$ cat src/rtl/board_access_arbiter_pkg.sv
// Shared encodings for the board access arbiter: cell values, result codes,
// operation codes and the control FSM state type.
package board_access_arbiter_pkg;

  // Board cell contents as stored in matrix_mem
  localparam logic [1:0] CELL_EMPTY = 2'b00;
  localparam logic [1:0] CELL_SHIP  = 2'b01;
  localparam logic [1:0] CELL_HIT   = 2'b10;
  localparam logic [1:0] CELL_MISS  = 2'b11;

  // Result codes; SHOT and PLACE share the 2-bit space
  localparam logic [1:0] RES_MISS     = 2'b00;
  localparam logic [1:0] RES_HIT      = 2'b01;
  localparam logic [1:0] RES_REPEAT   = 2'b10;
  localparam logic [1:0] RES_ERROR    = 2'b11;
  localparam logic [1:0] RES_PLACED   = 2'b00;
  localparam logic [1:0] RES_OCCUPIED = 2'b10;

  // Player operation codes
  localparam logic OP_SHOT  = 1'b0;
  localparam logic OP_PLACE = 1'b1;

  typedef enum logic [2:0] {
    ST_IDLE,
    ST_RD,
    ST_WAIT,
    ST_WR,
    ST_ACK
  } state_t;

endpackage

$ cat src/rtl/rr_arbiter2.sv
// Two-requester round-robin grant. owner remembers the last accepted player
// so that under contention the other player wins next.
module rr_arbiter2 (
  input  logic clk,
  input  logic rst,
  input  logic req_p1,
  input  logic req_p2,
  input  logic accept,
  output logic gnt_valid,
  output logic gnt_id,
  output logic owner
);

  logic owner_q, owner_d;

  // Grant selection: a lone requester wins, contention goes to the non-owner
  always_comb begin
    gnt_valid = req_p1 | req_p2;
    gnt_id    = (req_p1 && req_p2) ? ~owner_q : req_p2;
    owner_d   = accept ? gnt_id : owner_q;
  end

  // Owner starts at p2 so p1 wins the first contention after reset
  always_ff @(posedge clk or posedge rst) begin
    if (rst) owner_q <= 1'b1;
    else     owner_q <= owner_d;
  end

  assign owner = owner_q;

endmodule

$ cat src/rtl/board_access_arbiter.sv
// Shared board memory arbiter: grants one player at a time and runs each
// SHOT/PLACE request as an atomic read-modify-write on matrix_mem.
module board_access_arbiter
  import board_access_arbiter_pkg::*;
#(
  parameter int WIDTH      = 6,
  parameter int RD_TIMEOUT = 4,
  parameter int HIT_W      = 5
) (
  input  logic             clk,
  input  logic             rst,
  input  logic             p1_req,
  input  logic             p1_op,
  input  logic [2:0]       p1_x,
  input  logic [2:0]       p1_y,
  input  logic             p2_req,
  input  logic             p2_op,
  input  logic [2:0]       p2_x,
  input  logic [2:0]       p2_y,
  output logic             p1_ack,
  output logic             p2_ack,
  output logic [1:0]       result,
  output logic [HIT_W-1:0] p1_hits,
  output logic [HIT_W-1:0] p2_hits,
  output logic             busy,
  output logic             owner,
  output logic [2:0]       mem_x,
  output logic [2:0]       mem_y,
  output logic             mem_wr_en,
  output logic [1:0]       mem_wdata,
  output logic             mem_valid,
  input  logic [1:0]       mem_rdata,
  input  logic             mem_rdata_valid
);

  localparam int TMO_W = $clog2(RD_TIMEOUT) + 1;

  state_t           state_q, state_d;
  logic             op_q, op_d;
  logic [2:0]       x_q, x_d, y_q, y_d;
  logic             who_q, who_d;
  logic [TMO_W-1:0] tmo_q, tmo_d;
  logic [1:0]       pend_res_q, pend_res_d;
  logic [1:0]       result_q, result_d;
  logic             busy_q, busy_d;
  logic             p1_ack_q, p1_ack_d, p2_ack_q, p2_ack_d;
  logic [HIT_W-1:0] p1_hits_q, p1_hits_d, p2_hits_q, p2_hits_d;
  logic [2:0]       mem_x_q, mem_x_d, mem_y_q, mem_y_d;
  logic             mem_valid_q, mem_valid_d, mem_wr_en_q, mem_wr_en_d;
  logic [1:0]       mem_wdata_q, mem_wdata_d;
  logic             gnt_valid, gnt_id, accept, mem_active;

  rr_arbiter2 u_arb (
    .clk       (clk),
    .rst       (rst),
    .req_p1    (p1_req),
    .req_p2    (p2_req),
    .accept    (accept),
    .gnt_valid (gnt_valid),
    .gnt_id    (gnt_id),
    .owner     (owner)
  );

  // Next-state and next-output logic; outputs are registered alongside state
  always_comb begin
    state_d     = state_q;
    op_d        = op_q;
    x_d         = x_q;
    y_d         = y_q;
    who_d       = who_q;
    tmo_d       = tmo_q;
    pend_res_d  = pend_res_q;
    result_d    = result_q;
    busy_d      = busy_q;
    p1_hits_d   = p1_hits_q;
    p2_hits_d   = p2_hits_q;
    mem_wdata_d = 2'b00;
    accept      = 1'b0;

    unique case (state_q)
      ST_IDLE: begin
        if (gnt_valid) begin
          accept = 1'b1;
          who_d  = gnt_id;
          op_d   = gnt_id ? p2_op : p1_op;
          x_d    = gnt_id ? p2_x  : p1_x;
          y_d    = gnt_id ? p2_y  : p1_y;
          busy_d = 1'b1;
          if (int'(x_d) >= WIDTH || int'(y_d) >= WIDTH) begin
            result_d = RES_ERROR;
            state_d  = ST_ACK;
          end else begin
            state_d = ST_RD;
          end
        end
      end
      ST_RD: begin
        tmo_d   = '0;
        state_d = ST_WAIT;
      end
      ST_WAIT: begin
        if (mem_rdata_valid) begin
          if (op_q == OP_SHOT) begin
            unique case (mem_rdata)
              CELL_SHIP: begin
                mem_wdata_d = CELL_HIT;
                pend_res_d  = RES_HIT;
                state_d     = ST_WR;
              end
              CELL_EMPTY: begin
                mem_wdata_d = CELL_MISS;
                pend_res_d  = RES_MISS;
                state_d     = ST_WR;
              end
              CELL_HIT, CELL_MISS: begin
                result_d = RES_REPEAT;
                state_d  = ST_ACK;
              end
            endcase
          end else if (mem_rdata == CELL_EMPTY) begin
            mem_wdata_d = CELL_SHIP;
            pend_res_d  = RES_PLACED;
            state_d     = ST_WR;
          end else begin
            result_d = RES_OCCUPIED;
            state_d  = ST_ACK;
          end
        end else if (tmo_q == TMO_W'(RD_TIMEOUT - 1)) begin
          result_d = RES_ERROR;
          state_d  = ST_ACK;
        end else begin
          tmo_d = tmo_q + TMO_W'(1);
        end
      end
      ST_WR: begin
        result_d = pend_res_q;
        state_d  = ST_ACK;
      end
      ST_ACK: begin
        busy_d  = 1'b0;
        state_d = ST_IDLE;
        if (op_q == OP_SHOT && result_q == RES_HIT) begin
          if (!who_q && p1_hits_q != {HIT_W{1'b1}}) p1_hits_d = p1_hits_q + HIT_W'(1);
          if (who_q  && p2_hits_q != {HIT_W{1'b1}}) p2_hits_d = p2_hits_q + HIT_W'(1);
        end
      end
      default: state_d = ST_IDLE;
    endcase

    // Ack and memory strobes follow the state being entered so they are flops
    p1_ack_d    = (state_d == ST_ACK) && !who_d;
    p2_ack_d    = (state_d == ST_ACK) &&  who_d;
    mem_active  = (state_d == ST_RD) || (state_d == ST_WAIT) || (state_d == ST_WR);
    mem_valid_d = mem_active;
    mem_wr_en_d = (state_d == ST_WR);
    mem_x_d     = mem_active ? x_d : 3'd0;
    mem_y_d     = mem_active ? y_d : 3'd0;
  end

  // State, latched request and registered outputs
  always_ff @(posedge clk or posedge rst) begin
    if (rst) begin
      state_q     <= ST_IDLE;
      op_q        <= 1'b0;
      x_q         <= '0;
      y_q         <= '0;
      who_q       <= 1'b0;
      tmo_q       <= '0;
      pend_res_q  <= '0;
      result_q    <= '0;
      busy_q      <= 1'b0;
      p1_ack_q    <= 1'b0;
      p2_ack_q    <= 1'b0;
      p1_hits_q   <= '0;
      p2_hits_q   <= '0;
      mem_x_q     <= '0;
      mem_y_q     <= '0;
      mem_valid_q <= 1'b0;
      mem_wr_en_q <= 1'b0;
      mem_wdata_q <= '0;
    end else begin
      state_q     <= state_d;
      op_q        <= op_d;
      x_q         <= x_d;
      y_q         <= y_d;
      who_q       <= who_d;
      tmo_q       <= tmo_d;
      pend_res_q  <= pend_res_d;
      result_q    <= result_d;
      busy_q      <= busy_d;
      p1_ack_q    <= p1_ack_d;
      p2_ack_q    <= p2_ack_d;
      p1_hits_q   <= p1_hits_d;
      p2_hits_q   <= p2_hits_d;
      mem_x_q     <= mem_x_d;
      mem_y_q     <= mem_y_d;
      mem_valid_q <= mem_valid_d;
      mem_wr_en_q <= mem_wr_en_d;
      mem_wdata_q <= mem_wdata_d;
    end
  end

  assign p1_ack    = p1_ack_q;
  assign p2_ack    = p2_ack_q;
  assign result    = result_q;
  assign p1_hits   = p1_hits_q;
  assign p2_hits   = p2_hits_q;
  assign busy      = busy_q;
  assign mem_x     = mem_x_q;
  assign mem_y     = mem_y_q;
  assign mem_valid = mem_valid_q;
  assign mem_wr_en = mem_wr_en_q;
  assign mem_wdata = mem_wdata_q;

endmodule
$ cat config.mk
export PLATFORM = sky130hd
export DESIGN_NAME = board_access_arbiter
export DESIGN_NICKNAME = d
export VERILOG_FILES = /design/src/rtl/board_access_arbiter_pkg.sv /design/src/rtl/rr_arbiter2.sv /design/src/rtl/board_access_arbiter.sv
export SDC_FILE = /design/constraint.sdc
export NUM_CORES = 1
export LEC_CHECK = 0
export ABC_AREA = 1
export CORE_MARGIN = 2
export CORE_UTILIZATION = 50
export DETAILED_ROUTE_END_ITERATION = 7
export GPL_ROUTABILITY_DRIVEN = 0
export PLACE_DENSITY_LB_ADDON = 0.25
export SLEW_MARGIN = 25
export SYNTH_ARGS = -nofsm -noshare
export SYNTH_HDL_FRONTEND = slang
export SYNTH_SLANG_ARGS = --single-unit
$ cat constraint.sdc
create_clock -name clk -period 2.4 [get_ports clk]
set_input_delay 0.6 -clock clk [delete_from_list [all_inputs] [get_ports clk]]
set_output_delay 0.6 -clock clk [all_outputs]
set_load 0.01 [all_outputs]
Word-level counts from Yosys, hierarchy flattened

Index checks and enable logic that the tools add are counted.

Input bits: 21
Bits in registers: 42
Output and inout port bits: 26

$add $sub $neg: 3
Reductions and logical operators: 26
$lt $le $gt $ge: 2
Equality and inequality tests: 23
Mux-type cells: 43
Bitwise operators: 3

Operators by type and width:

| operator            | number |
|---|---|
| $mux 3              | 16 |
| $mux 2              | 12 |
| $eq 3x2->1 const B  | 5 |
| $pmux 3 s2          | 2 |
| $pmux 3 s4          | 1 |
| $add 5x1->5 const B | 2 |
| $ne 5x5->1 const B  | 2 |
| $reduce_and 3->1    | 3 |
| $mux 1              | 8 |
| $ne 2x2->1 const B  | 4 |
| $pmux 2 s2          | 2 |
| $eq 3x1->1 const B  | 2 |
| $eq 3x3->1 const B  | 2 |
| $ge 3x3->1 const B  | 2 |
| $logic_and 1x1->1   | 6 |
| $pmux 2 s3          | 1 |
| $reduce_and 6->1    | 1 |
| $reduce_bool 2->1   | 3 |
| $eq 2x1->1 const B  | 2 |
| $eq 2x2->1 const B  | 2 |
| $ne 4x3->1 const B  | 1 |
| $ne 4x4->1 const B  | 1 |
| $reduce_and 2->1    | 2 |
| $reduce_and 4->1    | 1 |
| 12 further kinds    | 17 |

Depth between registers and ports, before layout

Gate-level depths: netlist of the first run.

Word-level depth: 12
Gate-level depth with buffers: 11
Depth with buffers taken out: 11

Cells and area by module

A second synthesis of the first run with hierarchy kept.

Cell total of the unflattened synthesis: 229
Area total of the unflattened synthesis: 1984.4 sq um

Modules (own cells, without submodules):

| module               | area an instance (sq um) | sequential area each (sq um) | cells an instance | times used |
|---|---|---|---|---|
| board_access_arbiter | 1920.6                   | 1001.0                       | 220               | 1 |
| rr_arbiter2          | 63.8                     | 26.3                         | 9                 | 1 |

Worst setup path after synthesis of the first run

No wires, ideal clock.

Kind: reg2reg
From: reg p1_hits_q[0] (netlist: p1_hits[0])
To: reg p1_hits_q[1] (netlist: p1_hits[1])
Arrival time: 1465 ps
Setup time: 125 ps
Cell stages (with the launch flop): 8
Slack: 810 ps
Clock period less this slack: 1590 ps
Required time: 2275 ps
Cell sequence: dfrtp_1 > ha_1 > inv_1 > nor2_1 > ha_1 > nor3_1 > nand2_1 > mux2_2

Word-level cells in the longest chain between the ends: 3
Elaborated cells on any way between the ends: 4
Classes of those cells: add/sub: 1; eq/ne: 1; reduce/logical: 2

Ends and longest elaborated chain:

| item                                                                | line                        | source |
|---|---|---|
| start: declaration                                                  | board_access_arbiter.sv:47  | `logic [HIT_W-1:0] p1_hits_q, p1_hits_d, p2_hits_q, p2_hits_d;` |
| start signal: assignment                                            | board_access_arbiter.sv:193 | `p1_hits_q <= p1_hits_d;` |
| parallel branches: the longest is 3 deep, another holds $add 5x1->5 | -                           |  |

Parallel ways; which one is timed is not known.
A chain may end at the register's enable or synchronous reset.

Worst setup path after layout of the first run

From: reg u_arb.owner_q (netlist: u_arb.owner)
To: out owner

RTL lines:

| item                     | line                       | source |
|---|---|---|
| start: declaration       | rr_arbiter2.sv:14          | `logic owner_q, owner_d;` |
| start signal: assignment | rr_arbiter2.sv:26          | `else owner_q <= owner_d;` |
| end: declaration         | board_access_arbiter.sv:26 | `output logic owner,` |

No word-level cell between the ends.

==> flow_summary.html, run 1 <==
<table>
<tr><th>Metric</th><th>Value</th></tr>
<tr><th colspan="2">Run status</th></tr>
<tr><td>Run status</td><td>completed</td></tr>
<tr><th colspan="2">Worst setup path</th></tr>
<tr><td>Series of cell instances along the critical path</td><td>clkdlybuf4s50_1</td></tr>
<tr><td>Worst setup path start</td><td>u_arb.owner</td></tr>
<tr><td>Data arrival time of the worst path</td><td>1.40 ns</td></tr>
<tr><td>Worst setup EP type</td><td>primary output</td></tr>
<tr><td>Critical path buffers and inverters</td><td>1</td></tr>
<tr><td>Slowest cell on crit path</td><td>sky130_fd_sc_hd__dfstp_2</td></tr>
<tr><td>Kind of launch point of the worst setup path</td><td>flip-flop</td></tr>
<tr><td>Critical Path Max Stage Delay</td><td>0.57 ns</td></tr>
<tr><td>Cell type group with the largest total delay on the critical path</td><td>flip-flops</td></tr>
<tr><td>Max Fanout on Critical Path</td><td>3</td></tr>
<tr><td>Reg2Reg Launch Point</td><td>p1_hits[0]</td></tr>
<tr><td>Worst EP required</td><td>1.80 ns</td></tr>
<tr><td>Crit path kind</td><td>reg -&gt; out</td></tr>
<tr><th colspan="2">Global routing</th></tr>
<tr><td>Remaining global-route overflow</td><td>0</td></tr>
<tr><td>Initial antenna violation count</td><td>0</td></tr>
<tr><td>GRT Total Usage</td><td>0.188</td></tr>
<tr><td>Pin count of the biggest net entering global routing</td><td>between 40 and 50</td></tr>
<tr><td>First-pass GRT wire length</td><td>6140 microns</td></tr>
<tr><td>Via count of the first global-routing pass</td><td>around 1400</td></tr>
<tr><th colspan="2">Routing</th></tr>
<tr><td>Iteration count of the initial detailed-routing pass</td><td>4</td></tr>
<tr><td>Routed wire length per instance</td><td>11.6 microns</td></tr>
<tr><td>Wire length after detailed routing</td><td>between 3000 and 4000 microns</td></tr>
<tr><td>Per-cell via count in the routed design</td><td>slightly below 5</td></tr>
<tr><td>Number of vias in the routed layout</td><td>1427</td></tr>
<tr><td>Remaining antenna violation count after routing</td><td>0</td></tr>
<tr><td>Initial detailed-routing violation count</td><td>68</td></tr>
<tr><td>Total DRC errors in the routed layout</td><td>0</td></tr>
<tr><th colspan="2">Power</th></tr>
<tr><td>Worst-case vdd ir drop</td><td>0.612 mV</td></tr>
<tr><td>Total power per unit cell area</td><td>1000 mW/mm^2</td></tr>
<tr><td>Final total power</td><td>2.52 mW</td></tr>
<tr><td>Leak Pwr</td><td>1.30 nW</td></tr>
<tr><th colspan="2">Die</th></tr>
<tr><td>Die outline area</td><td>0.00435 sq mm</td></tr>
<tr><td>Initial Utilization</td><td>0.521</td></tr>
<tr><td>Top-level port count</td><td>47</td></tr>
<tr><td>Die boundary width</td><td>between 60 and 70 microns</td></tr>
<tr><td>Number of placement rows</td><td>22</td></tr>
<tr><td>Core ar.</td><td>0.00369 sq mm</td></tr>
<tr><td>Die Ht</td><td>about 66 microns</td></tr>
<tr><th colspan="2">STA</th></tr>
<tr><td>Smallest hold slack</td><td>0.478 ns</td></tr>
<tr><td>Fmax</td><td>0.500 GHz</td></tr>
<tr><td>Final Cycle Share</td><td>0.833</td></tr>
<tr><td>Final hold violation count</td><td>0</td></tr>
<tr><td>Setup TNS Final</td><td>0 ns</td></tr>
<tr><td>Worst relative slew slack</td><td>0.664</td></tr>
<tr><td>Number of endpoints failing setup at the final stage</td><td>0</td></tr>
<tr><td>Clock skew after layout</td><td>0.00622 ns</td></tr>
<tr><td>RSZ-0062 raised after global routing</td><td>no</td></tr>
<tr><td>Total count of max-transition violations in the final report</td><td>0</td></tr>
<tr><td>Clock period minus worst slack</td><td>2.00 ns</td></tr>
<tr><td>Slew at the pin closest to its max-slew limit</td><td>0.504 ns</td></tr>
<tr><th colspan="2">Clocking</th></tr>
<tr><td>Sinks on the clock net</td><td>41</td></tr>
<tr><td>Register clock-pin slew on the reported worst setup and hold paths</td><td>0.07 ns</td></tr>
<tr><td>Root buffer cell</td><td>sky130_fd_sc_hd__clkbuf_8</td></tr>
<tr><td>Post-cts resize count</td><td>0</td></tr>
<tr><td>Clock insertion delay at the later pin of the skew report</td><td>0.29 ns</td></tr>
<tr><td>CTS tree</td><td>yes</td></tr>
<tr><td>CTS H-tree depth</td><td>2</td></tr>
<tr><td>Post-CTS Setup Repair Bufs</td><td>0</td></tr>
<tr><td>Max Buffers Root-to-Sink</td><td>2</td></tr>
<tr><td>Num CTS Buffers</td><td>5</td></tr>
<tr><td>Number of buffers inserted for hold repair after clock tree synthesis</td><td>0</td></tr>
<tr><th colspan="2">Hold path</th></tr>
<tr><td>Hold WC Path Type</td><td>reg -&gt; reg</td></tr>
<tr><td>Start point of the worst hold path</td><td>y_q[1]</td></tr>
<tr><th colspan="2">Synth</th></tr>
<tr><td>Sequential share of the synthesized area</td><td>0.535</td></tr>
<tr><td>Count of state elements after synthesis</td><td>41</td></tr>
<tr><td>Synthesized area</td><td>slightly below 0.002 sq mm</td></tr>
<tr><td>Share of synthesized registers carrying an async set or reset</td><td>1.00</td></tr>
<tr><td>Predominant post-synthesis flop cell</td><td>sky130_fd_sc_hd__dfrtp_1</td></tr>
<tr><td>Yosys cell types</td><td>30</td></tr>
<tr><td>Mean cell area of the mapped netlist</td><td>between 9 and 10 sq um</td></tr>
<tr><td>Post-Syn Nets</td><td>222</td></tr>
<tr><td>Syn. warnings</td><td>0</td></tr>
<tr><td>Cells after Synth</td><td>195</td></tr>
<tr><td>EDFF count, synth</td><td>0</td></tr>
<tr><th colspan="2">Placed design</th></tr>
<tr><td>Hpwl dp</td><td>2650 microns</td></tr>
<tr><td>Number of cells in the design after placement</td><td>289</td></tr>
<tr><td>Port Buffers</td><td>46</td></tr>
<tr><th colspan="2">Cells and area</th></tr>
<tr><td>Final nets</td><td>275</td></tr>
<tr><td>Fill count</td><td>295</td></tr>
<tr><td>Most used cells in the layout excluding fill and tap cells</td><td>sky130_fd_sc_hd__nand2_1, sky130_fd_sc_hd__clkdlybuf4s50_1, sky130_fd_sc_hd__dfrtp_1</td></tr>
<tr><td>Most common cell after layout, fill and taps aside</td><td>sky130_fd_sc_hd__nand2_1</td></tr>
<tr><td>Final cell count without fillers</td><td>between 200 and 300</td></tr>
<tr><td>Area growth from synthesis to final layout</td><td>31.4%</td></tr>
<tr><td>Antenna diode count</td><td>0</td></tr>
<tr><td>Share of cells above drive strength 1</td><td>0.169</td></tr>
<tr><th colspan="2">Run</th></tr>
<tr><td>Count of maximum capacitance violations</td><td>0</td></tr>
</table>
cells in the mapped netlist, drive strengths merged, types with 2 or more instances:
master  instances  area, sq um
a21oi           4         46.3
inv            27          101
dfrtp          40         1000
mux2            4         45.0
ha              6         75.1
xnor2           2         17.5
nor2           19          110
o22ai           2         12.5
nand2          55          229
nand3          13         87.6
o21ai           9         56.3
xor2            4         35.0
nor3            5         30.0
area by class of cell:
class / count / area [sq um] / area share
Inverter: 28 / 110 / 0.0436
Sequential cell: 41 / 1030 / 0.407
Multi-Input combinational cell: 125 / 772 / 0.306
Clock inverter: 3 / 17.5 / 0.00694
Tap cell: 48 / 60.1 / 0.0238
Timing Repair Buffer: 47 / 468 / 0.185
Clock buffer: 5 / 68.8 / 0.0273
sequential cells by signal (all words and copies together), names as in the netlist, 2 cells and up:
register	count
state_q	3
p2_hits	5
x_q	3
tmo_q	3
p1_hits	5
mem_wdata	2
mem_x	3
mem_y	3
result	2
y_q	3
cells by family (layout without fill, tap and decap cells):
kind of cell    Yosys count  count (layout)  synth area share
simple gates             93              93             0.248
flops                    41              41             0.535
buf+inv                  29              83            0.0632
compound gates           16              16            0.0638
fa+ha+maj                 6               6            0.0391
xor+xnor                  6               6            0.0274
mux                       4               4            0.0235
worst register-to-register path, cell delays in order, from the launching register on:
cell                      delay [ns]
sky130_fd_sc_hd__dfrtp_1        0.42
sky130_fd_sc_hd__ha_1           0.21
sky130_fd_sc_hd__inv_1          0.07
sky130_fd_sc_hd__nor2_1         0.05
sky130_fd_sc_hd__ha_1           0.17
sky130_fd_sc_hd__nor3_1         0.16
sky130_fd_sc_hd__nand2_1        0.16
sky130_fd_sc_hd__mux2_2         0.30
path summary, 6_finish.rpt:
kind | slack [ns] | end | cells past startpoint
max | 0.40 | owner | 1
max reg2reg | 0.74 | p1_hits[1] | 7
min in group asynchronous | 0.73 | p1_hits[3] | 3
min reg2reg | 0.48 | y_q[1] | 2
max in group asynchronous | 1.31 | u_arb.owner | 3
min | 0.48 | y_q[1] | 2
metal layers:
metal | up-vias | track usage | wire length (microns)
met3 | 6 | 0.0511 | 155
met5 | - | 0 | 0
li1 | 717 | - | -
met2 | 34 | 0.301 | 1650
met4 | 0 | 0.0689 | 51
met1 | 670 | 0.246 | 1580
through the flow:
step                setup slack (ns)  area [sq um]   util
finish                         0.400          2520  0.684
global placement               0.205          2440  0.661
CTS                            0.393          2520  0.684
detailed placement             0.203          2440  0.661
global route                   0.366          2520  0.684
floorplan                      0.810          1920      -
where the power goes:
group / switching [mW] / leakage (nW) / total [mW] / internal (mW)
clock network: 0.233 / 0.0439 / 0.434 / 0.201
logic: 0.574 / 0.722 / 1.04 / 0.467
registers: 0.130 / 0.532 / 1.05 / 0.918
Power figures use the tool's default switching activity.
==> run 2, diff against run 1 <==
--- a/config.mk
+++ b/config.mk
@@ -7,7 +7,7 @@
 export LEC_CHECK = 0
 export ABC_AREA = 1
 export CORE_MARGIN = 2
-export CORE_UTILIZATION = 50
+export CORE_UTILIZATION = 49
 export DETAILED_ROUTE_END_ITERATION = 7
 export GPL_ROUTABILITY_DRIVEN = 0
 export PLACE_DENSITY_LB_ADDON = 0.25
==> constraint.sdc (replaced) <==
create_clock -name clk -period 2 [get_ports clk]
set_input_delay 0.5 -clock clk [delete_from_list [all_inputs] [get_ports clk]]
set_output_delay 0.5 -clock clk [all_outputs]
set_load 0.01 [all_outputs]
==> flow_summary.html, run 2 (same netlist as run 1, synthesis figures left out) <==
<table>
<tr><th>Metric</th><th>Value</th></tr>
<tr><th colspan="2">Worst setup path</th></tr>
<tr><td>Series of cell instances along the critical path</td><td>clkdlybuf4s50_1</td></tr>
<tr><td>Max Fanout on Critical Path</td><td>3</td></tr>
<tr><td>Kind of launch point of the worst setup path</td><td>flip-flop</td></tr>
<tr><td>Critical Path Max Stage Delay</td><td>roughly 0.56 ns</td></tr>
<tr><td>Critical path buffers and inverters</td><td>1</td></tr>
<tr><td>Worst EP required</td><td>1.50 ns</td></tr>
<tr><td>Worst setup EP type</td><td>primary output</td></tr>
<tr><td>Cell type group with the largest total delay on the critical path</td><td>flip-flops</td></tr>
<tr><td>Slowest cell on crit path</td><td>sky130_fd_sc_hd__dfstp_2</td></tr>
<tr><td>Crit path kind</td><td>reg -&gt; out</td></tr>
<tr><td>Data arrival time of the worst path</td><td>between 1 and 1.5 ns</td></tr>
<tr><th colspan="2">Clocking</th></tr>
<tr><td>Clock insertion delay at the later pin of the skew report</td><td>roughly 0.3 ns</td></tr>
<tr><td>CTS tree</td><td>yes</td></tr>
<tr><td>Max Buffers Root-to-Sink</td><td>2</td></tr>
<tr><td>CTS H-tree depth</td><td>2</td></tr>
<tr><td>Num CTS Buffers</td><td>5</td></tr>
<tr><td>Post-CTS Setup Repair Bufs</td><td>0</td></tr>
<tr><td>Post-cts resize count</td><td>0</td></tr>
<tr><td>Register clock-pin slew on the reported worst setup and hold paths</td><td>0.08 ns</td></tr>
<tr><td>Root buffer cell</td><td>sky130_fd_sc_hd__clkbuf_8</td></tr>
<tr><td>Sinks on the clock net</td><td>roughly 40</td></tr>
<tr><td>Number of buffers inserted for hold repair after clock tree synthesis</td><td>0</td></tr>
<tr><th colspan="2">Cells and area</th></tr>
<tr><td>Final nets</td><td>around 280</td></tr>
<tr><td>Share of cells above drive strength 1</td><td>0.179</td></tr>
<tr><td>Most used cells in the layout excluding fill and tap cells</td><td>sky130_fd_sc_hd__nand2_1, sky130_fd_sc_hd__clkdlybuf4s50_1, sky130_fd_sc_hd__dfrtp_1</td></tr>
<tr><td>End-of-flow core utilization</td><td>0.689</td></tr>
<tr><td>Fill count</td><td>314</td></tr>
<tr><td>Antenna diode count</td><td>0</td></tr>
<tr><td>Summed area of non-filler cells in the final layout</td><td>approximately 0.0026 sq mm</td></tr>
<tr><td>Most common cell after layout, fill and taps aside</td><td>sky130_fd_sc_hd__nand2_1</td></tr>
<tr><td>Area growth from synthesis to final layout</td><td>33.2%</td></tr>
<tr><td>Final cell count without fillers</td><td>300</td></tr>
<tr><th colspan="2">Global routing</th></tr>
<tr><td>Via count of the first global-routing pass</td><td>1471</td></tr>
<tr><td>Pin count of the biggest net entering global routing</td><td>between 40 and 50</td></tr>
<tr><td>Initial antenna violation count</td><td>0</td></tr>
<tr><td>First-pass GRT wire length</td><td>6250 microns</td></tr>
<tr><td>Remaining global-route overflow</td><td>0</td></tr>
<tr><td>GRT Total Usage</td><td>0.196</td></tr>
<tr><th colspan="2">STA</th></tr>
<tr><td>Final hold violation count</td><td>0</td></tr>
<tr><td>Fmax</td><td>0.527 GHz</td></tr>
<tr><td>Clock skew after layout</td><td>0.00649 ns</td></tr>
<tr><td>Setup TNS Final</td><td>0 ns</td></tr>
<tr><td>Worst relative slew slack</td><td>0.772</td></tr>
<tr><td>Setup slack of the critical path after layout</td><td>around 0.10 ns</td></tr>
<tr><td>Total count of max-transition violations in the final report</td><td>0</td></tr>
<tr><td>Final Cycle Share</td><td>0.949</td></tr>
<tr><td>RSZ-0062 raised after global routing</td><td>no</td></tr>
<tr><td>Clock period minus worst slack</td><td>1.90 ns</td></tr>
<tr><td>Slew at the pin closest to its max-slew limit</td><td>approximately 0.34 ns</td></tr>
<tr><td>Number of endpoints failing setup at the final stage</td><td>0</td></tr>
<tr><th colspan="2">Power</th></tr>
<tr><td>Portion of total power attributed to combinational logic</td><td>0.417</td></tr>
<tr><td>Total power per unit cell area</td><td>1210 mW/mm^2</td></tr>
<tr><td>Reg power frac</td><td>0.409</td></tr>
<tr><td>Sw Ratio</td><td>0.373</td></tr>
<tr><td>Worst-case vdd ir drop</td><td>between 0.6 and 0.7 mV</td></tr>
<tr><td>Net switching component of the power</td><td>1.15 mW</td></tr>
<tr><td>Portion of total power attributed to the clock network</td><td>0.174</td></tr>
<tr><td>Internal portion of total power</td><td>1.94 mW</td></tr>
<tr><td>Leak Pwr</td><td>1.32 nW</td></tr>
<tr><th colspan="2">Routing</th></tr>
<tr><td>Met2 routed wirelength</td><td>1740 microns</td></tr>
<tr><td>Highest routing layer actually used</td><td>met4</td></tr>
<tr><td>Iteration count of the initial detailed-routing pass</td><td>4</td></tr>
<tr><td>Routed wire length per instance</td><td>11.8 microns</td></tr>
<tr><td>Met3 wirelength from detailed routing</td><td>slightly above 200 microns</td></tr>
<tr><td>Total DRC errors in the routed layout</td><td>0</td></tr>
<tr><td>Per-cell via count in the routed design</td><td>4.93</td></tr>
<tr><td>Remaining antenna violation count after routing</td><td>0</td></tr>
<tr><td>Number of vias in the routed layout</td><td>1479</td></tr>
<tr><td>Wire length after detailed routing</td><td>3530 microns</td></tr>
<tr><td>Routed met1 length</td><td>1540 microns</td></tr>
<tr><td>Initial detailed-routing violation count</td><td>between 80 and 90</td></tr>
<tr><th colspan="2">Placed design</th></tr>
<tr><td>Hpwl dp</td><td>2700 microns</td></tr>
<tr><td>Number of cells in the design after placement</td><td>292</td></tr>
<tr><td>Port Buffers</td><td>46</td></tr>
<tr><td>Setup WS pre-CTS</td><td>-0.00545 ns</td></tr>
<tr><td>Post-Place Cell Area</td><td>0.00247 sq mm</td></tr>
<tr><th colspan="2">Die</th></tr>
<tr><td>Top-level port count</td><td>47</td></tr>
<tr><td>Die boundary width</td><td>66.6 microns</td></tr>
<tr><td>Die outline area</td><td>roughly 0.0044 sq mm</td></tr>
<tr><td>Initial Utilization</td><td>0.517</td></tr>
<tr><td>Die Ht</td><td>66.6 microns</td></tr>
<tr><td>Core ar.</td><td>0.00372 sq mm</td></tr>
<tr><td>Number of placement rows</td><td>22</td></tr>
<tr><th colspan="2">Hold path</th></tr>
<tr><td>Hold WC Path Type</td><td>reg -&gt; reg</td></tr>
<tr><th colspan="2">Run status</th></tr>
<tr><td>Run status</td><td>completed</td></tr>
<tr><th colspan="2">Run</th></tr>
<tr><td>Count of maximum capacitance violations</td><td>0</td></tr>
</table>
## run 2: final cells by class
cell class              instances  area, sq um  share of cell area
clock buffers                   5         68.8              0.0269
inverters                      28          110              0.0430
clock inverters                 3         17.5             0.00685
flip-flops and latches         41         1030               0.401
multi-input cells             125          772               0.302
repair buffers                 50          503               0.197
well taps                      48         60.1              0.0235
## run 2: worst paths after layout
path,start,endpoint,slack [ns],cells after the start
max,u_arb.owner,owner,0.10,1
min,y_q[1],y_q[1],0.49,2
max reg2reg,p1_hits[0],p1_hits[4],0.33,7
min reg2reg,y_q[1],y_q[1],0.49,2
max in group asynchronous,rst,u_arb.owner,1.20,3
min in group asynchronous,rst,p1_hits[0],0.54,3
## run 2: metal layers
| metal | vias up | GRT usage |
|---|---|---|
| met5 | - | 0 |
| met4 | 0 | 0.0765 |
| met3 | 4 | 0.0726 |
| met2 | 42 | 0.328 |
| met1 | 708 | 0.227 |
| li1 | 725 | - |
## run 2: power by group through the flow
stage                     logic (mW)  registers [mW]  clock network, mW
final                           1.29            1.26              0.537
after global routing            1.43            1.29              0.602
after CTS                       1.31            1.26              0.552
after detailed placement        1.30            1.28                  0
after global placement          1.27            1.27                  0
after floorplan                0.742            1.32                  0
## run 2: through the flow
step | hold WS [ns] | power (mW)
5_1_grt | 0.510 | 3.33
3_5_place_dp | 0.470 | 2.58
6_report | 0.487 | 3.09
2_1_floorplan | 0.443 | 2.06
3_3_place_gp | 0.464 | 2.54
4_1_cts | 0.493 | 3.12
## run 2: worst min-delay path: cells and delay by family, from the launching register on
| kind | cells | cell delay, ns |
|---|---|---|
| DFF | 1 | 0.33 |
| and+or+nand+nor | 2 | 0.12 |
==> run 3, diff against run 2 <==
--- a/config.mk
+++ b/config.mk
@@ -5,9 +5,8 @@
 export SDC_FILE = /design/constraint.sdc
 export NUM_CORES = 1
 export LEC_CHECK = 0
-export ABC_AREA = 1
 export CORE_MARGIN = 2
-export CORE_UTILIZATION = 49
+export CORE_UTILIZATION = 33
 export DETAILED_ROUTE_END_ITERATION = 7
 export GPL_ROUTABILITY_DRIVEN = 0
 export PLACE_DENSITY_LB_ADDON = 0.25
==> flow_summary.html, run 3 <==
<table>
<tr><th>Metric</th><th>Value</th></tr>
<tr><th colspan="2">Worst setup path</th></tr>
<tr><td>Cell type group with the largest total delay on the critical path</td><td>flip-flops</td></tr>
<tr><td>Crit path kind</td><td>reg -&gt; out</td></tr>
<tr><td>Data arrival time of the worst path</td><td>1.42 ns</td></tr>
<tr><td>Reg2Reg Launch Point</td><td>p1_hits[1]</td></tr>
<tr><td>Max Fanout on Critical Path</td><td>5</td></tr>
<tr><td>Worst setup EP type</td><td>primary output</td></tr>
<tr><td>Series of cell instances along the critical path</td><td>clkdlybuf4s50_1</td></tr>
<tr><td>Slowest cell on crit path</td><td>sky130_fd_sc_hd__dfstp_2</td></tr>
<tr><td>Critical path buffers and inverters</td><td>1</td></tr>
<tr><td>Kind of launch point of the worst setup path</td><td>flip-flop</td></tr>
<tr><td>FF-to-FF path depth</td><td>5</td></tr>
<tr><td>Worst flop-to-flop path endpoint</td><td>p1_hits[1]</td></tr>
<tr><td>Flop-to-flop setup slack</td><td>0.11 ns</td></tr>
<tr><td>Critical Path Max Stage Delay</td><td>0.58 ns</td></tr>
<tr><td>Worst EP required</td><td>1.50 ns</td></tr>
<tr><th colspan="2">STA</th></tr>
<tr><td>Final hold violation count</td><td>0</td></tr>
<tr><td>Total count of max-transition violations in the final report</td><td>0</td></tr>
<tr><td>Number of endpoints failing setup at the final stage</td><td>0</td></tr>
<tr><td>Setup TNS Final</td><td>0 ns</td></tr>
<tr><td>Worst relative slew slack</td><td>0.691</td></tr>
<tr><td>Slew at the pin closest to its max-slew limit</td><td>approximately 0.46 ns</td></tr>
<tr><td>Clock skew after layout</td><td>0.00386 ns</td></tr>
<tr><td>Clock period minus worst slack</td><td>~1.9 ns</td></tr>
<tr><td>Final Cycle Share</td><td>0.958</td></tr>
<tr><td>RSZ-0062 raised after global routing</td><td>no</td></tr>
<tr><td>Fmax</td><td>0.522 GHz</td></tr>
<tr><td>Setup slack of the critical path after layout</td><td>0.0840 ns</td></tr>
<tr><th colspan="2">Clocking</th></tr>
<tr><td>Clock insertion delay at the later pin of the skew report</td><td>between 0.2 and 0.3 ns</td></tr>
<tr><td>Number of buffers inserted for hold repair after clock tree synthesis</td><td>0</td></tr>
<tr><td>Register clock-pin slew on the reported worst setup and hold paths</td><td>0.08 ns</td></tr>
<tr><td>Post-cts resize count</td><td>0</td></tr>
<tr><td>Num CTS Buffers</td><td>5</td></tr>
<tr><td>Max Buffers Root-to-Sink</td><td>2</td></tr>
<tr><td>Root buffer cell</td><td>sky130_fd_sc_hd__clkbuf_8</td></tr>
<tr><td>Sinks on the clock net</td><td>41</td></tr>
<tr><td>Post-CTS Setup Repair Bufs</td><td>0</td></tr>
<tr><td>CTS tree</td><td>yes</td></tr>
<tr><td>CTS H-tree depth</td><td>2</td></tr>
<tr><th colspan="2">Global routing</th></tr>
<tr><td>Initial antenna violation count</td><td>0</td></tr>
<tr><td>First-pass GRT wire length</td><td>roughly 7000 microns</td></tr>
<tr><td>Pin count of the biggest net entering global routing</td><td>42</td></tr>
<tr><td>GRT Total Usage</td><td>0.141</td></tr>
<tr><td>Met1 Track Usage GR</td><td>0.187</td></tr>
<tr><td>Remaining global-route overflow</td><td>0</td></tr>
<tr><td>Global-route met3 utilization</td><td>0.0500</td></tr>
<tr><td>Via count of the first global-routing pass</td><td>1470</td></tr>
<tr><td>Most crowded layer after global routing</td><td>met2</td></tr>
<tr><td>Met2 GRT Util</td><td>0.217</td></tr>
<tr><th colspan="2">Die</th></tr>
<tr><td>Die boundary width</td><td>80.9 microns</td></tr>
<tr><td>Initial Utilization</td><td>0.336</td></tr>
<tr><td>Die outline area</td><td>0.00655 sq mm</td></tr>
<tr><td>Top-level port count</td><td>between 40 and 50</td></tr>
<tr><td>Die Ht</td><td>80.9 microns</td></tr>
<tr><td>Number of placement rows</td><td>28</td></tr>
<tr><td>Core ar.</td><td>0.00582 sq mm</td></tr>
<tr><th colspan="2">Synth</th></tr>
<tr><td>Top cells by instance count after synthesis</td><td>sky130_fd_sc_hd__dfrtp_1, sky130_fd_sc_hd__nor2_1, sky130_fd_sc_hd__a21oi_1</td></tr>
<tr><td>Sequential share of the synthesized area</td><td>0.526</td></tr>
<tr><td>Post-Synth XOR/XNOR Area</td><td>0.0269</td></tr>
<tr><td>Mean cell area of the mapped netlist</td><td>12.4 sq um</td></tr>
<tr><td>Post-Synth Adder-Cell Area</td><td>0.0385</td></tr>
<tr><td>Cells after Synth</td><td>157</td></tr>
<tr><td>Count of state elements after synthesis</td><td>41</td></tr>
<tr><td>Leading cell type by number of instances after synthesis</td><td>sky130_fd_sc_hd__dfrtp_1</td></tr>
<tr><td>Simple-gate portion of the synthesized area</td><td>0.130</td></tr>
<tr><td>Fraction of synthesized cell area taken by the top area cell type</td><td>0.513</td></tr>
<tr><td>Area leader, netlist</td><td>sky130_fd_sc_hd__dfrtp_1</td></tr>
<tr><td>Synthesized area</td><td>0.00195 sq mm</td></tr>
<tr><td>EDFF count, synth</td><td>0</td></tr>
<tr><td>Syn. warnings</td><td>0</td></tr>
<tr><td>Combinational family with the most area after synthesis</td><td>compound AO/OA/AOI/OAI gates</td></tr>
<tr><td>Synth Area in Compound Gates</td><td>0.179</td></tr>
<tr><td>Share of synthesized area spent on multiplexers</td><td>0.0641</td></tr>
<tr><td>Predominant post-synthesis flop cell</td><td>sky130_fd_sc_hd__dfrtp_1</td></tr>
<tr><td>Yosys cell types</td><td>45</td></tr>
<tr><td>Share of synthesized registers carrying an async set or reset</td><td>1.00</td></tr>
<tr><td>Largest cells by area after synthesis</td><td>sky130_fd_sc_hd__dfrtp_1, sky130_fd_sc_hd__mux2i_1, sky130_fd_sc_hd__ha_1</td></tr>
<tr><td>Post-Syn Nets</td><td>184</td></tr>
<tr><th colspan="2">Cells and area</th></tr>
<tr><td>Most common cell after layout, fill and taps aside</td><td>sky130_fd_sc_hd__clkdlybuf4s50_1</td></tr>
<tr><td>Final nets</td><td>approximately 240</td></tr>
<tr><td>Final cell count without fillers</td><td>293</td></tr>
<tr><td>Summed area of non-filler cells in the final layout</td><td>around 0.0027 sq mm</td></tr>
<tr><td>Most used cells in the layout excluding fill and tap cells</td><td>sky130_fd_sc_hd__clkdlybuf4s50_1, sky130_fd_sc_hd__dfrtp_1, sky130_fd_sc_hd__nor2_1</td></tr>
<tr><td>Share of cells above drive strength 1</td><td>0.165</td></tr>
<tr><td>Antenna diode count</td><td>0</td></tr>
<tr><td>Area growth from synthesis to final layout</td><td>38.1%</td></tr>
<tr><th colspan="2">Placed design</th></tr>
<tr><td>Setup WS pre-CTS</td><td>-0.0567 ns</td></tr>
<tr><td>Port Buffers</td><td>46</td></tr>
<tr><td>Number of cells in the design after placement</td><td>285</td></tr>
<tr><td>Post-Place Cell Area</td><td>around 0.0026 sq mm</td></tr>
<tr><td>Hpwl dp</td><td>2910 microns</td></tr>
<tr><th colspan="2">Hold path</th></tr>
<tr><td>Min-Delay Endpoint</td><td>p2_hits[3]</td></tr>
<tr><td>Worst Hold Path Cells</td><td>1</td></tr>
<tr><td>Start point of the worst hold path</td><td>p2_hits[3]</td></tr>
<tr><td>Hold WC Path Type</td><td>reg -&gt; reg</td></tr>
<tr><th colspan="2">Power</th></tr>
<tr><td>Leak Pwr</td><td>1.20 nW</td></tr>
<tr><td>Worst-case vdd ir drop</td><td>around 0.46 mV</td></tr>
<tr><td>Total power per unit cell area</td><td>1230 mW/mm^2</td></tr>
<tr><th colspan="2">Routing</th></tr>
<tr><td>Initial detailed-routing violation count</td><td>82</td></tr>
<tr><td>Total DRC errors in the routed layout</td><td>0</td></tr>
<tr><td>Per-cell via count in the routed design</td><td>4.81</td></tr>
<tr><td>Iteration count of the initial detailed-routing pass</td><td>4</td></tr>
<tr><td>Routed wire length per instance</td><td>13.8 microns</td></tr>
<tr><td>Wire length after detailed routing</td><td>about 4000 microns</td></tr>
<tr><td>Number of vias in the routed layout</td><td>1410</td></tr>
<tr><td>Remaining antenna violation count after routing</td><td>0</td></tr>
<tr><th colspan="2">Run status</th></tr>
<tr><td>Run status</td><td>completed</td></tr>
<tr><th colspan="2">Run</th></tr>
<tr><td>Count of maximum capacitance violations</td><td>0</td></tr>
</table>
[run 3: cell count changes after synthesis, moves of 4 or more]
cell | previous run | this run
sky130_fd_sc_hd__a211oi_1 | 0 | 6
sky130_fd_sc_hd__a21o_1 | 0 | 4
sky130_fd_sc_hd__a21oi_1 | 1 | 10
sky130_fd_sc_hd__a22o_1 | 0 | 5
sky130_fd_sc_hd__inv_1 | 22 | 7
sky130_fd_sc_hd__inv_2 | 5 | 0
sky130_fd_sc_hd__mux2i_1 | 0 | 8
sky130_fd_sc_hd__nand2_1 | 50 | 8
sky130_fd_sc_hd__nand3_1 | 10 | 1
[run 3: final cells by class]
type | count | area, sq um
fillers | 561 | 3120
clock buffers | 7 | 86.3
multi-input cells | 104 | 856
repair buffers | 58 | 576
flip-flops and latches | 41 | 1030
well taps | 75 | 93.8
clock inverters | 1 | 30.0
inverters | 7 | 26.3
[run 3: kinds of logic (layout without fill, tap and decap cells)]
group	after synthesis	after routing
compound gates	41	41
xor+xnor	6	6
fa+ha+maj	6	6
buf+inv	12	73
flops	41	41
mux	12	12
simple gates	39	39
[run 3: layer usage]
layer / routed length (microns) / vias to the layer above
li1: - / 694
met1: 1840 / 688
met2: 1950 / 23
met3: 182 / 5
met4: 64 / 0
met5: 0 / -
[run 3: worst max-delay path by stage]
stage	startpoint	to	slack, ns	cells after the start
after floorplan	p2_hits[0]	p2_hits[1]	0.12	5
after global placement	mem_rdata_valid	mem_valid	-0.05	5
after detailed placement	p2_req	mem_valid	-0.06	5
after CTS	p2_hits[0]	p2_hits[4]	0.06	5
after global routing	p1_hits[1]	p1_hits[1]	0.02	5
final	u_arb.owner	owner	0.08	1
[run 3: where the power goes]
part           leakage, nW  internal, mW  total (mW)  switching (mW)
Combinational        0.619         0.696        1.34           0.648
Clock               0.0585         0.407       0.686           0.279
Sequential           0.520          1.08        1.29           0.210
[run 3: through the flow]
step,utilization,hold slack (ns),power [mW]
global route,0.463,0.508,3.58
finish,0.463,0.494,3.33
global placement,0.443,0.486,2.65
detailed placement,0.443,0.489,2.67
CTS,0.463,0.501,3.37
floorplan,-,0.460,2.13
